## src/rtl/alu_pkg.sv

```systemverilog
// Shared definitions for the signed ALU datapath: FSM state encoding and a
// compile-time ceiling-log2 used to size counters.
package alu_pkg;

  typedef enum logic [1:0] {
    ST_IDLE = 2'd0,
    ST_CALC = 2'd1,
    ST_DONE = 2'd2
  } state_t;

  function automatic int clog2(input int n);
    int r;
    r = 0;
    for (int k = 0; k < 32; k++) begin
      if ((1 << r) < n) r = r + 1;
    end
    return r;
  endfunction

endpackage

```

## src/rtl/csa_row.sv

```systemverilog
// One W-bit adder/subtractor row built from single-bit full-adder cells.
// sub=1 inverts the addend and injects carry-in 1 (two's-complement subtract).
module csa_row #(
  parameter int W = 6
) (
  input  logic [W-1:0] acc,
  input  logic [W-1:0] addend,
  input  logic         en,
  input  logic         sub,
  output logic [W-1:0] sum
);

  logic [W-1:0] addend_eff;
  logic [W:0]   carry;

  // A disabled row contributes nothing, so the subtract carry is gated too.
  assign addend_eff = en ? (sub ? ~addend : addend) : '0;
  assign carry[0]   = en & sub;

  genvar gi;
  generate
    for (gi = 0; gi < W; gi++) begin : g_cell
      assign sum[gi]      = acc[gi] ^ addend_eff[gi] ^ carry[gi];
      assign carry[gi+1]  = (acc[gi] & addend_eff[gi]) |
                            (acc[gi] & carry[gi]) |
                            (addend_eff[gi] & carry[gi]);
    end
  endgenerate

endmodule

```

## src/rtl/seq_signed_mult.sv

```systemverilog
// Sequential two's-complement multiplier: one partial-product row per clock,
// the last (sign-weighted) row subtracted, result registered with a done pulse.
module seq_signed_mult
  import alu_pkg::*;
#(
  parameter int N = 3
) (
  input  logic           clk,
  input  logic           rst_n,
  input  logic           start,
  input  logic [N-1:0]   a,
  input  logic [N-1:0]   b,
  output logic           busy,
  output logic           done,
  output logic [2*N-1:0] p
);

  localparam int CW = (clog2(N) < 1) ? 1 : clog2(N);

  state_t          state_q, state_d;
  logic [CW-1:0]   cnt_q, cnt_d;
  logic [N-1:0]    a_q, a_d;
  logic [N-1:0]    b_q, b_d;
  logic [2*N-1:0]  acc_q, acc_d;
  logic [2*N-1:0]  p_q, p_d;

  logic [2*N-1:0]  addend;
  logic [2*N-1:0]  row_sum;
  logic            last_row;
  logic            row_en;

  assign last_row = (cnt_q == CW'(N-1));
  assign row_en   = b_q[cnt_q];
  assign addend   = {{N{a_q[N-1]}}, a_q} << cnt_q;

  csa_row #(.W(2*N)) u_row (
    .acc    (acc_q),
    .addend (addend),
    .en     (row_en),
    .sub    (last_row),
    .sum    (row_sum)
  );

  always_comb begin
    state_d = state_q;
    cnt_d   = cnt_q;
    a_d     = a_q;
    b_d     = b_q;
    acc_d   = acc_q;
    p_d     = p_q;
    unique case (state_q)
      ST_IDLE: begin
        if (start) begin
          a_d     = a;
          b_d     = b;
          acc_d   = '0;
          cnt_d   = '0;
          state_d = ST_CALC;
        end
      end
      ST_CALC: begin
        acc_d = row_sum;
        cnt_d = cnt_q + 1'b1;
        if (last_row) begin
          p_d     = row_sum;
          state_d = ST_DONE;
        end
      end
      ST_DONE: state_d = ST_IDLE;
      default: state_d = ST_IDLE;
    endcase
  end

  always_ff @(posedge clk or negedge rst_n) begin
    if (!rst_n) begin
      state_q <= ST_IDLE;
      cnt_q   <= '0;
      a_q     <= '0;
      b_q     <= '0;
      acc_q   <= '0;
      p_q     <= '0;
    end else begin
      state_q <= state_d;
      cnt_q   <= cnt_d;
      a_q     <= a_d;
      b_q     <= b_d;
      acc_q   <= acc_d;
      p_q     <= p_d;
    end
  end

  assign busy = (state_q != ST_IDLE);
  assign done = (state_q == ST_DONE);
  assign p    = p_q;

endmodule
```

## config.mk

```make
export PLATFORM = sky130hd
export DESIGN_NAME = seq_signed_mult
export DESIGN_NICKNAME = d
export VERILOG_FILES = /design/src/rtl/alu_pkg.sv /design/src/rtl/csa_row.sv /design/src/rtl/seq_signed_mult.sv
export SDC_FILE = /design/constraint.sdc
export NUM_CORES = 1
export LEC_CHECK = 0
export ABC_CLOCK_PERIOD_IN_PS = 6100
export BUFFER_PORTS_ARGS = -buffer_cell sky130_fd_sc_hd__buf_2
export CAP_MARGIN = 25
export CORE_ASPECT_RATIO = 0.7
export CORE_MARGIN = 5
export CORE_UTILIZATION = 59
export CTS_CLUSTER_SIZE = 30
export DETAILED_ROUTE_END_ITERATION = 8
export PLACE_DENSITY_LB_ADDON = 0.15
export SLEW_MARGIN = 20
export SYNTH_ARGS = -nofsm -noshare
export SYNTH_HDL_FRONTEND = slang
export SYNTH_SLANG_ARGS = --single-unit
```

## constraint.sdc

```tcl
create_clock -name clk -period 6.1 [get_ports clk]
set_input_delay 0.305 -clock clk [delete_from_list [all_inputs] [get_ports clk]]
set_output_delay 0.305 -clock clk [all_outputs]
set_load 0.1 [all_outputs]
```

==> run metrics, run 1 <==
DRC errors left=0; Slew headroom=56.8%; Worst EP arrival=3830 ps; Min Hold Slack=202 ps; io pins=17; Synth Cell Area=1180 µm²; fin. max-slew vios=0; post-route ant nets=0; Simple-Gate Fraction of Synth Area=12.5%; RSZ-0062 raised after global routing=false; Required @ worst endpoint=6300 ps; post-synthesis mux area share=9.99%; Mapped Avg Cell Area=10.5 µm²; largest family of logic cells by synthesized area=simple AND/OR/NAND/NOR gates; outcome=finished clean; max cap viols=0; post-route setup TNS=0 ps; Multi-input gate area=567 µm²; TritonRoute pass-1 iters=4; Max Clk Rate=276 MHz; n_diodes=0; Area growth, synth to finish=9.99%; CP endpoint kind=flip-flop; # rows=13; port buffer count=16; CTS clk-pin slew, worst paths=110 ps; Seq. cell area=551 µm²; Final Hold Viols=0; FF+latch count, synth=22; Tcrit/Tclk final=59.5%; CTS tree=yes; Compound-Gate Fraction of Synth Area=12.3%; Synth cell types=28; Total GRT Usage=16.5%; proportion of layout cells with a drive suffix above 1=24.0%; Vert. Die Dim=47.4 µm; routed vias/inst=5.37; GP Congestion=0.824; Final setup violation count=0; via count=811; post-DP HPWL=1.60 mm; CP Max Fanout=12; core area=1870 µm²; vias in the first global route=805; Final Skew=1.68 ps; nets=146; Post-Synth XOR/XNOR Area=3.72%; post-cts sizing count=0; Post-CTS Repair Setup Buffers=0; die area=3000 µm²; Die W=63.4 µm; first-pass GRT wire length=3.71 mm; Cells after Synth=112; Starting DRT DRC Count=15; Ys Warns=0; type of the most critical hold path=in2reg; worst skew pair latency=300 ps; Starting Density=62.9%; CTS H-Tree Depth=1; Root Driver=clkbuf_4; CTS Buf Count=3; largest net degree at the start of global routing=23; Worst-Margin Slew=647 ps; WL/cell=13.9 µm; Clock Path Buffers=2; sequential fraction of the synthesis area=46.8%; FF-to-FF path depth=10; Clock Sink Count=22; min Tclk post-route=3630 ps; initial antenna violation count=0; hold_buf cts=1; synthesized-area fraction occupied by adder cells=9.56%; CP Launch Type=flip-flop; final WL=2.09 mm; Net Count, Synth=127; total gr overflow=0; FILL cells=141; Worst Hold Depth=3; crit path kind=reg2reg
[sequential cells by signal, indices dropped and copies added, names as in the netlist]
register and count:
b_q 3, state_q 2, cnt_q 2, acc_q 6, a_q 3, p 6
[placed cells by master (no fill, tap or decap), types with 2 or more instances in the layout]
master,instances
nor2_1,4
fa_1,5
xnor2_1,5
clkbuf_4,3
o21ai_0,16
a21oi_1,2
mux2i_1,5
inv_1,10
nand2_1,18
nor2b_1,2
dfrtp_1,22
mux2_2,6
buf_2,16
[path summary, 6_finish.rpt]
kind / slack [ps] / from / end
min: 200 / a[0] / a_q[0]$_DFFE_PN0P_
max: 2470 / cnt_q[1]$_DFFE_PN0P_ / p[4]$_DFFE_PN0P_
max reg2reg: 2470 / cnt_q[1]$_DFFE_PN0P_ / p[4]$_DFFE_PN0P_
max in group asynchronous: 5300 / rst_n / acc_q[0]$_DFFE_PN0P_
min in group asynchronous: 470 / rst_n / acc_q[2]$_DFFE_PN0P_
min reg2reg: 490 / p[2]$_DFFE_PN0P_ / p[2]$_DFFE_PN0P_
[critical path: stages, from the launching register on]
cell       delay, ps
dfrtp_1          580
mux2i_1          150
o2bb2ai_2        300
o211ai_1         170
fa_1             430
fa_1             390
fa_1             380
fa_1             360
inv_1             70
fa_1             420
mux2_2           270
[cells by family after synthesis]
| kind of cell | Yosys count |
|---|---|
| simple gates | 31 |
| compound gates | 24 |
| flops | 22 |
| buf+inv | 13 |
| mux | 11 |
| fa+ha+maj | 6 |
| xor+xnor | 5 |
[metal layers]
metal	part of all wire [%]	global-route usage [%]
met3	3.9	5.50
met1	49	21.6
met5	0	0
met2	46	26.7
met4	1.6	4.98
[synth_stat cells]
library cell  count  area share (%)
dfrtp_1          22              47
nor2b_1           2             1.1
a21boi_0          1            0.64
o21bai_1          1            0.64
or2_2             1            0.53
and2b_2           1            0.74
buf_4             1            0.64
o2bb2ai_2         1             1.3
o21ai_0          16             6.8
o311ai_0          1            0.74
o211ai_1          1            0.64
and3b_4           1             1.1
ha_1              1             1.1
nor2_1            4             1.3
clkbuf_1          1            0.32
nor2_2            1            0.53
buf_6             1            0.96
inv_1            10             3.2
fa_1              5             8.5
nand2_1          18             5.7
mux2_2            6             5.7
xnor2_1           5             3.7
and3_2            1            0.64
a21oi_1           2            0.85
mux2i_1           5             4.3
nor3_1            1            0.42
a22o_1            1            0.74
nand2b_1          1            0.53
[stage by stage]
step                      util [%]  instance area (µm²)  cells  worst slack (ps)
final                         69.2                 1290    151              2470
after global routing          69.2                 1290    151              2250
after CTS                     69.2                 1290    151              2460
after detailed placement      67.5                 1260    147              2490
after global placement        67.5                 1260    147              2590
after floorplan                  -                 1180    112              2690
[cell type report]
class,count,area share (%)
timing repair buffer,17,6.96
sequential,22,42.5
tap,22,2.13
inverter,10,2.90
clock buffer,3,1.74
multi-input combinational,77,43.8
Power of run 1 is not shown: default switching activity piles up to over one toggle a cycle in this logic, so the estimate is an artifact.
==> run 2, diff against run 1 <==
Settings changed: ABC_AREA set to 1, ABC_CLOCK_PERIOD_IN_PS 6100 to 3200, CORE_UTILIZATION 59 to 49.
Clock period 6.1 ns to 3.2 ns, I/O delays scaled along.
==> run 2 against run 1 <==
  * Routed wire length grew 10%
  * Worst setup slack got worse by 2400 ps
  * Maximum frequency rose by 16%
  * Worst hold slack worse by 170 ps
  * Sequential cell count stayed put
  * Critical path depth increased by 7
  * Clock skew up 11 ps
  * Global-route usage decreased by 1.7 points
  * Final cell count is 23% higher
  * Die area is 14% higher
  * Critical endpoint is now p[5]$_DFFE_PN0P_
  * Largest cell class is now flip-flops and latches
  * Highest routed layer unchanged
==> run metrics, run 2 <==
outcome=finished clean; Net Count, Synth=143 (+13%); io pins=17 (unchanged); Total GRT Usage=14.7% (-1.7 points); CTS tree=yes; Die W=67.9 µm (+7.1%); DRC errors left=0 (unchanged); CTS Buf Count=3 (unchanged); Root Driver=clkbuf_4; Max Clk Rate=319 MHz (+16%); placed insts=178 (+21%); Tcrit/Tclk final=98.1% (+39 points); Synth cell types=18 (-36%); Starting DRT DRC Count=75 (+60); Starting Density=52.5% (-10 points); Final Hold Viols=0 (unchanged); Synth area leaders=dfrtp_1, nand2_1, fa_1; # rows=14 (+1); Slew headroom=67.4% (+11 points); first-pass GRT wire length=3.80 mm (+2.6%); Required @ worst endpoint=3400 ps (-2900 ps); CP endpoint kind=flip-flop; TritonRoute pass-1 iters=4 (unchanged); vias in the first global route=853 (+6.0%); n_diodes=0 (unchanged); max cap viols=0 (unchanged); type of the most critical hold path=in2reg; CP Max Fanout=3 (-9); CTS clk-pin slew, worst paths=130 ps (+20 ps); Post-Layout Inst Area=1400 µm² (+8.4%); total gr overflow=0 (unchanged); worst r2r dst=p[5]$_DFFE_PN0P_; top cell type's share of synthesized area=47.9% (+1.1 points); post-route ant nets=0 (unchanged); fin. max-slew vios=0 (unchanged); Ys Warns=0 (unchanged); core area=2190 µm² (+17%); proportion of layout cells with a drive suffix above 1=32.5% (+8.4 points); GP Congestion=0.880 (+6.8%); largest net degree at the start of global routing=23 (unchanged); Synth Cell Area=1150 µm² (-2.3%); worst path cell trace=inv_2 > nor2_2 > nand2_1 > nand2_4 > nand2_1 > fa_2 > fa_2 > fa_2 > fa_2 > inv_2 > fa_2 > xor2_2 > inv_1 > nand3_1 > nand2_1 > nand2_1 > nand2_1; Worst-Margin Slew=489 ps (-158 ps); routed vias/inst=4.85 (-9.6%); worst skew pair latency=310 ps (about the same); Clock Path Buffers=2 (unchanged); critical path's slowest cell=dfrtp_1; WL/cell=12.4 µm (-10%); Clock Sink Count=22 (unchanged); nets=170 (+16%); Vert. Die Dim=50.5 µm (+6.7%); initial antenna violation count=0 (unchanged); Post-synth EDFFs=0 (unchanged); r2r startpoint=cnt_q[1]$_DFFE_PN0P_; post-DP HPWL=1.62 mm (+1.1%); Mapped Avg Cell Area=8.98 µm² (-15%); die area=3430 µm² (+14%); port buffer count=16 (unchanged); final WL=2.31 mm (+10%); CP Launch Type=flip-flop; CTS H-Tree Depth=1 (unchanged); Area growth, synth to finish=22.1%; DP Area=1280 µm² (+1.5%); sequential fraction of the synthesis area=47.9% (+1.1 points); Cells after Synth=128 (+14%); Final Skew=12.3 ps (+10.7 ps); Finished Layout Cells=186 (+23%); commonest non-fill, non-tap cell in the layout=nand2_1; most frequent cells in the layout=nand2_1, dfrtp_1, inv_1; worst hold start=b[2]; via count=903 (+11%); Final setup violation count=0 (unchanged); FF-to-FF path depth=17 (+7); worst slack, placed=-25.0 ps (-2510 ps); R2R Setup Slk=60 ps (-2410 ps); Top FF cell, synth=dfrtp_1; top cells by count, synth=nand2_1, dfrtp_1, inv_1; Worst Hold End=b_q[2]$_DFFE_PN0P_; min Tclk post-route=3140 ps (-489 ps); FF+latch count, synth=22 (unchanged); post-route setup TNS=0 ps (unchanged); cell taking the most area after synthesis=dfrtp_1; Worst Hold Depth=3 (unchanged); worst setup margin=60.5 ps (-2410 ps); top-count cell post-synth=nand2_1; Worst EP arrival=3340 ps (-490 ps); post-synthesis async set-or-reset flop share=100% (unchanged); CP peak stage delay=400 ps (-180 ps); crit path kind=reg2reg
-- run 2: cell types whose count changed after synthesis, moves of 3 or more --
cell and change:
xnor2_1 -5, nand3_1 +3, inv_1 +8, nand2_1 +23, mux2i_1 -5, mux2_2 -6, o21ai_2 +5, o21ai_0 -6
nand2_2 +3, o22ai_1 +5, inv_2 +3
-- run 2: what timing repair did --
action                                  4_1_cts  5_1_grt
hold buffers                                  1        0
endpoints found under the setup margin        2        4
pin swaps                                     3        1
setup buffers                                 2        1
hold endpoints to repair                     22        0
gates resized for setup                       1       10
-- run 2: layout make-up --
| class | instances | area, µm² |
|---|---|---|
| clock inverters | 1 | 30.0 |
| well taps | 32 | 40.0 |
| fillers | 197 | 786 |
| repair buffers | 23 | 135 |
| clock buffers | 3 | 22.5 |
| flip-flops and latches | 22 | 551 |
| multi-input cells | 84 | 547 |
| inverters | 21 | 78.8 |
-- run 2: worst max-delay path, delay by kind of cell (launching register included) --
kind | cells | cell delay (ps)
and+or+nand+nor | 8 | 650
DFF | 1 | 400
xor gates and xnor gates | 1 | 170
adders and majority gates | 5 | 1610
buffers and inverters | 3 | 190
-- run 2: how the worst max path moves through the flow --
| stage | from | to | slack [ps] | cells after the start |
|---|---|---|---|---|
| after floorplan | cnt_q[0]$_DFFE_PN0P_ | p[5]$_DFFE_PN0P_ | 80 | 15 |
| after CTS | cnt_q[0]$_DFFE_PN0P_ | acc_q[5]$_DFFE_PN0P_ | 2 | 16 |
| final | cnt_q[1]$_DFFE_PN0P_ | p[5]$_DFFE_PN0P_ | 60 | 17 |
| after detailed placement | cnt_q[0]$_DFFE_PN0P_ | acc_q[5]$_DFFE_PN0P_ | -20 | 16 |
| after global routing | cnt_q[1]$_DFFE_PN0P_ | acc_q[5]$_DFFE_PN0P_ | -80 | 17 |
| after global placement | cnt_q[0]$_DFFE_PN0P_ | p[5]$_DFFE_PN0P_ | 30 | 16 |
-- run 2: metal layers --
| layer | global-route usage [%] | vias to the layer above | part of all wire [%] |
|---|---|---|---|
| met1 | 20.2 | 433 | 47 |
| li1 | - | 454 | - |
| met3 | 5.36 | 2 | 3.8 |
| met2 | 23.1 | 14 | 49 |
| met4 | 1.98 | 0 | 0.43 |
| met5 | 0 | - | 0 |
-- run 2: stage by stage --
stage | hold slack [ps] | utilization, %
5_1_grt | 18.2 | 64.1
6_report | 31.7 | 64.1
2_1_floorplan | -136 | -
3_3_place_gp | 147 | 58.5
3_5_place_dp | 150 | 58.5
4_1_cts | 25.7 | 62.2
-- run 2: logic make-up (layout without fill, tap and decap cells) --
group	after synthesis	after routing	share of synthesized area (%)
AO/OA/AOI/OAI	23	23	12.8
XOR/XNOR	2	2	1.52
adder cells (fa/ha/maj)	6	6	9.79
buffers and inverters	22	48	7.83
flip-flops	22	22	47.9
AND/OR/NAND/NOR	53	53	20.1
Power of run 2 is left out for the same reason.
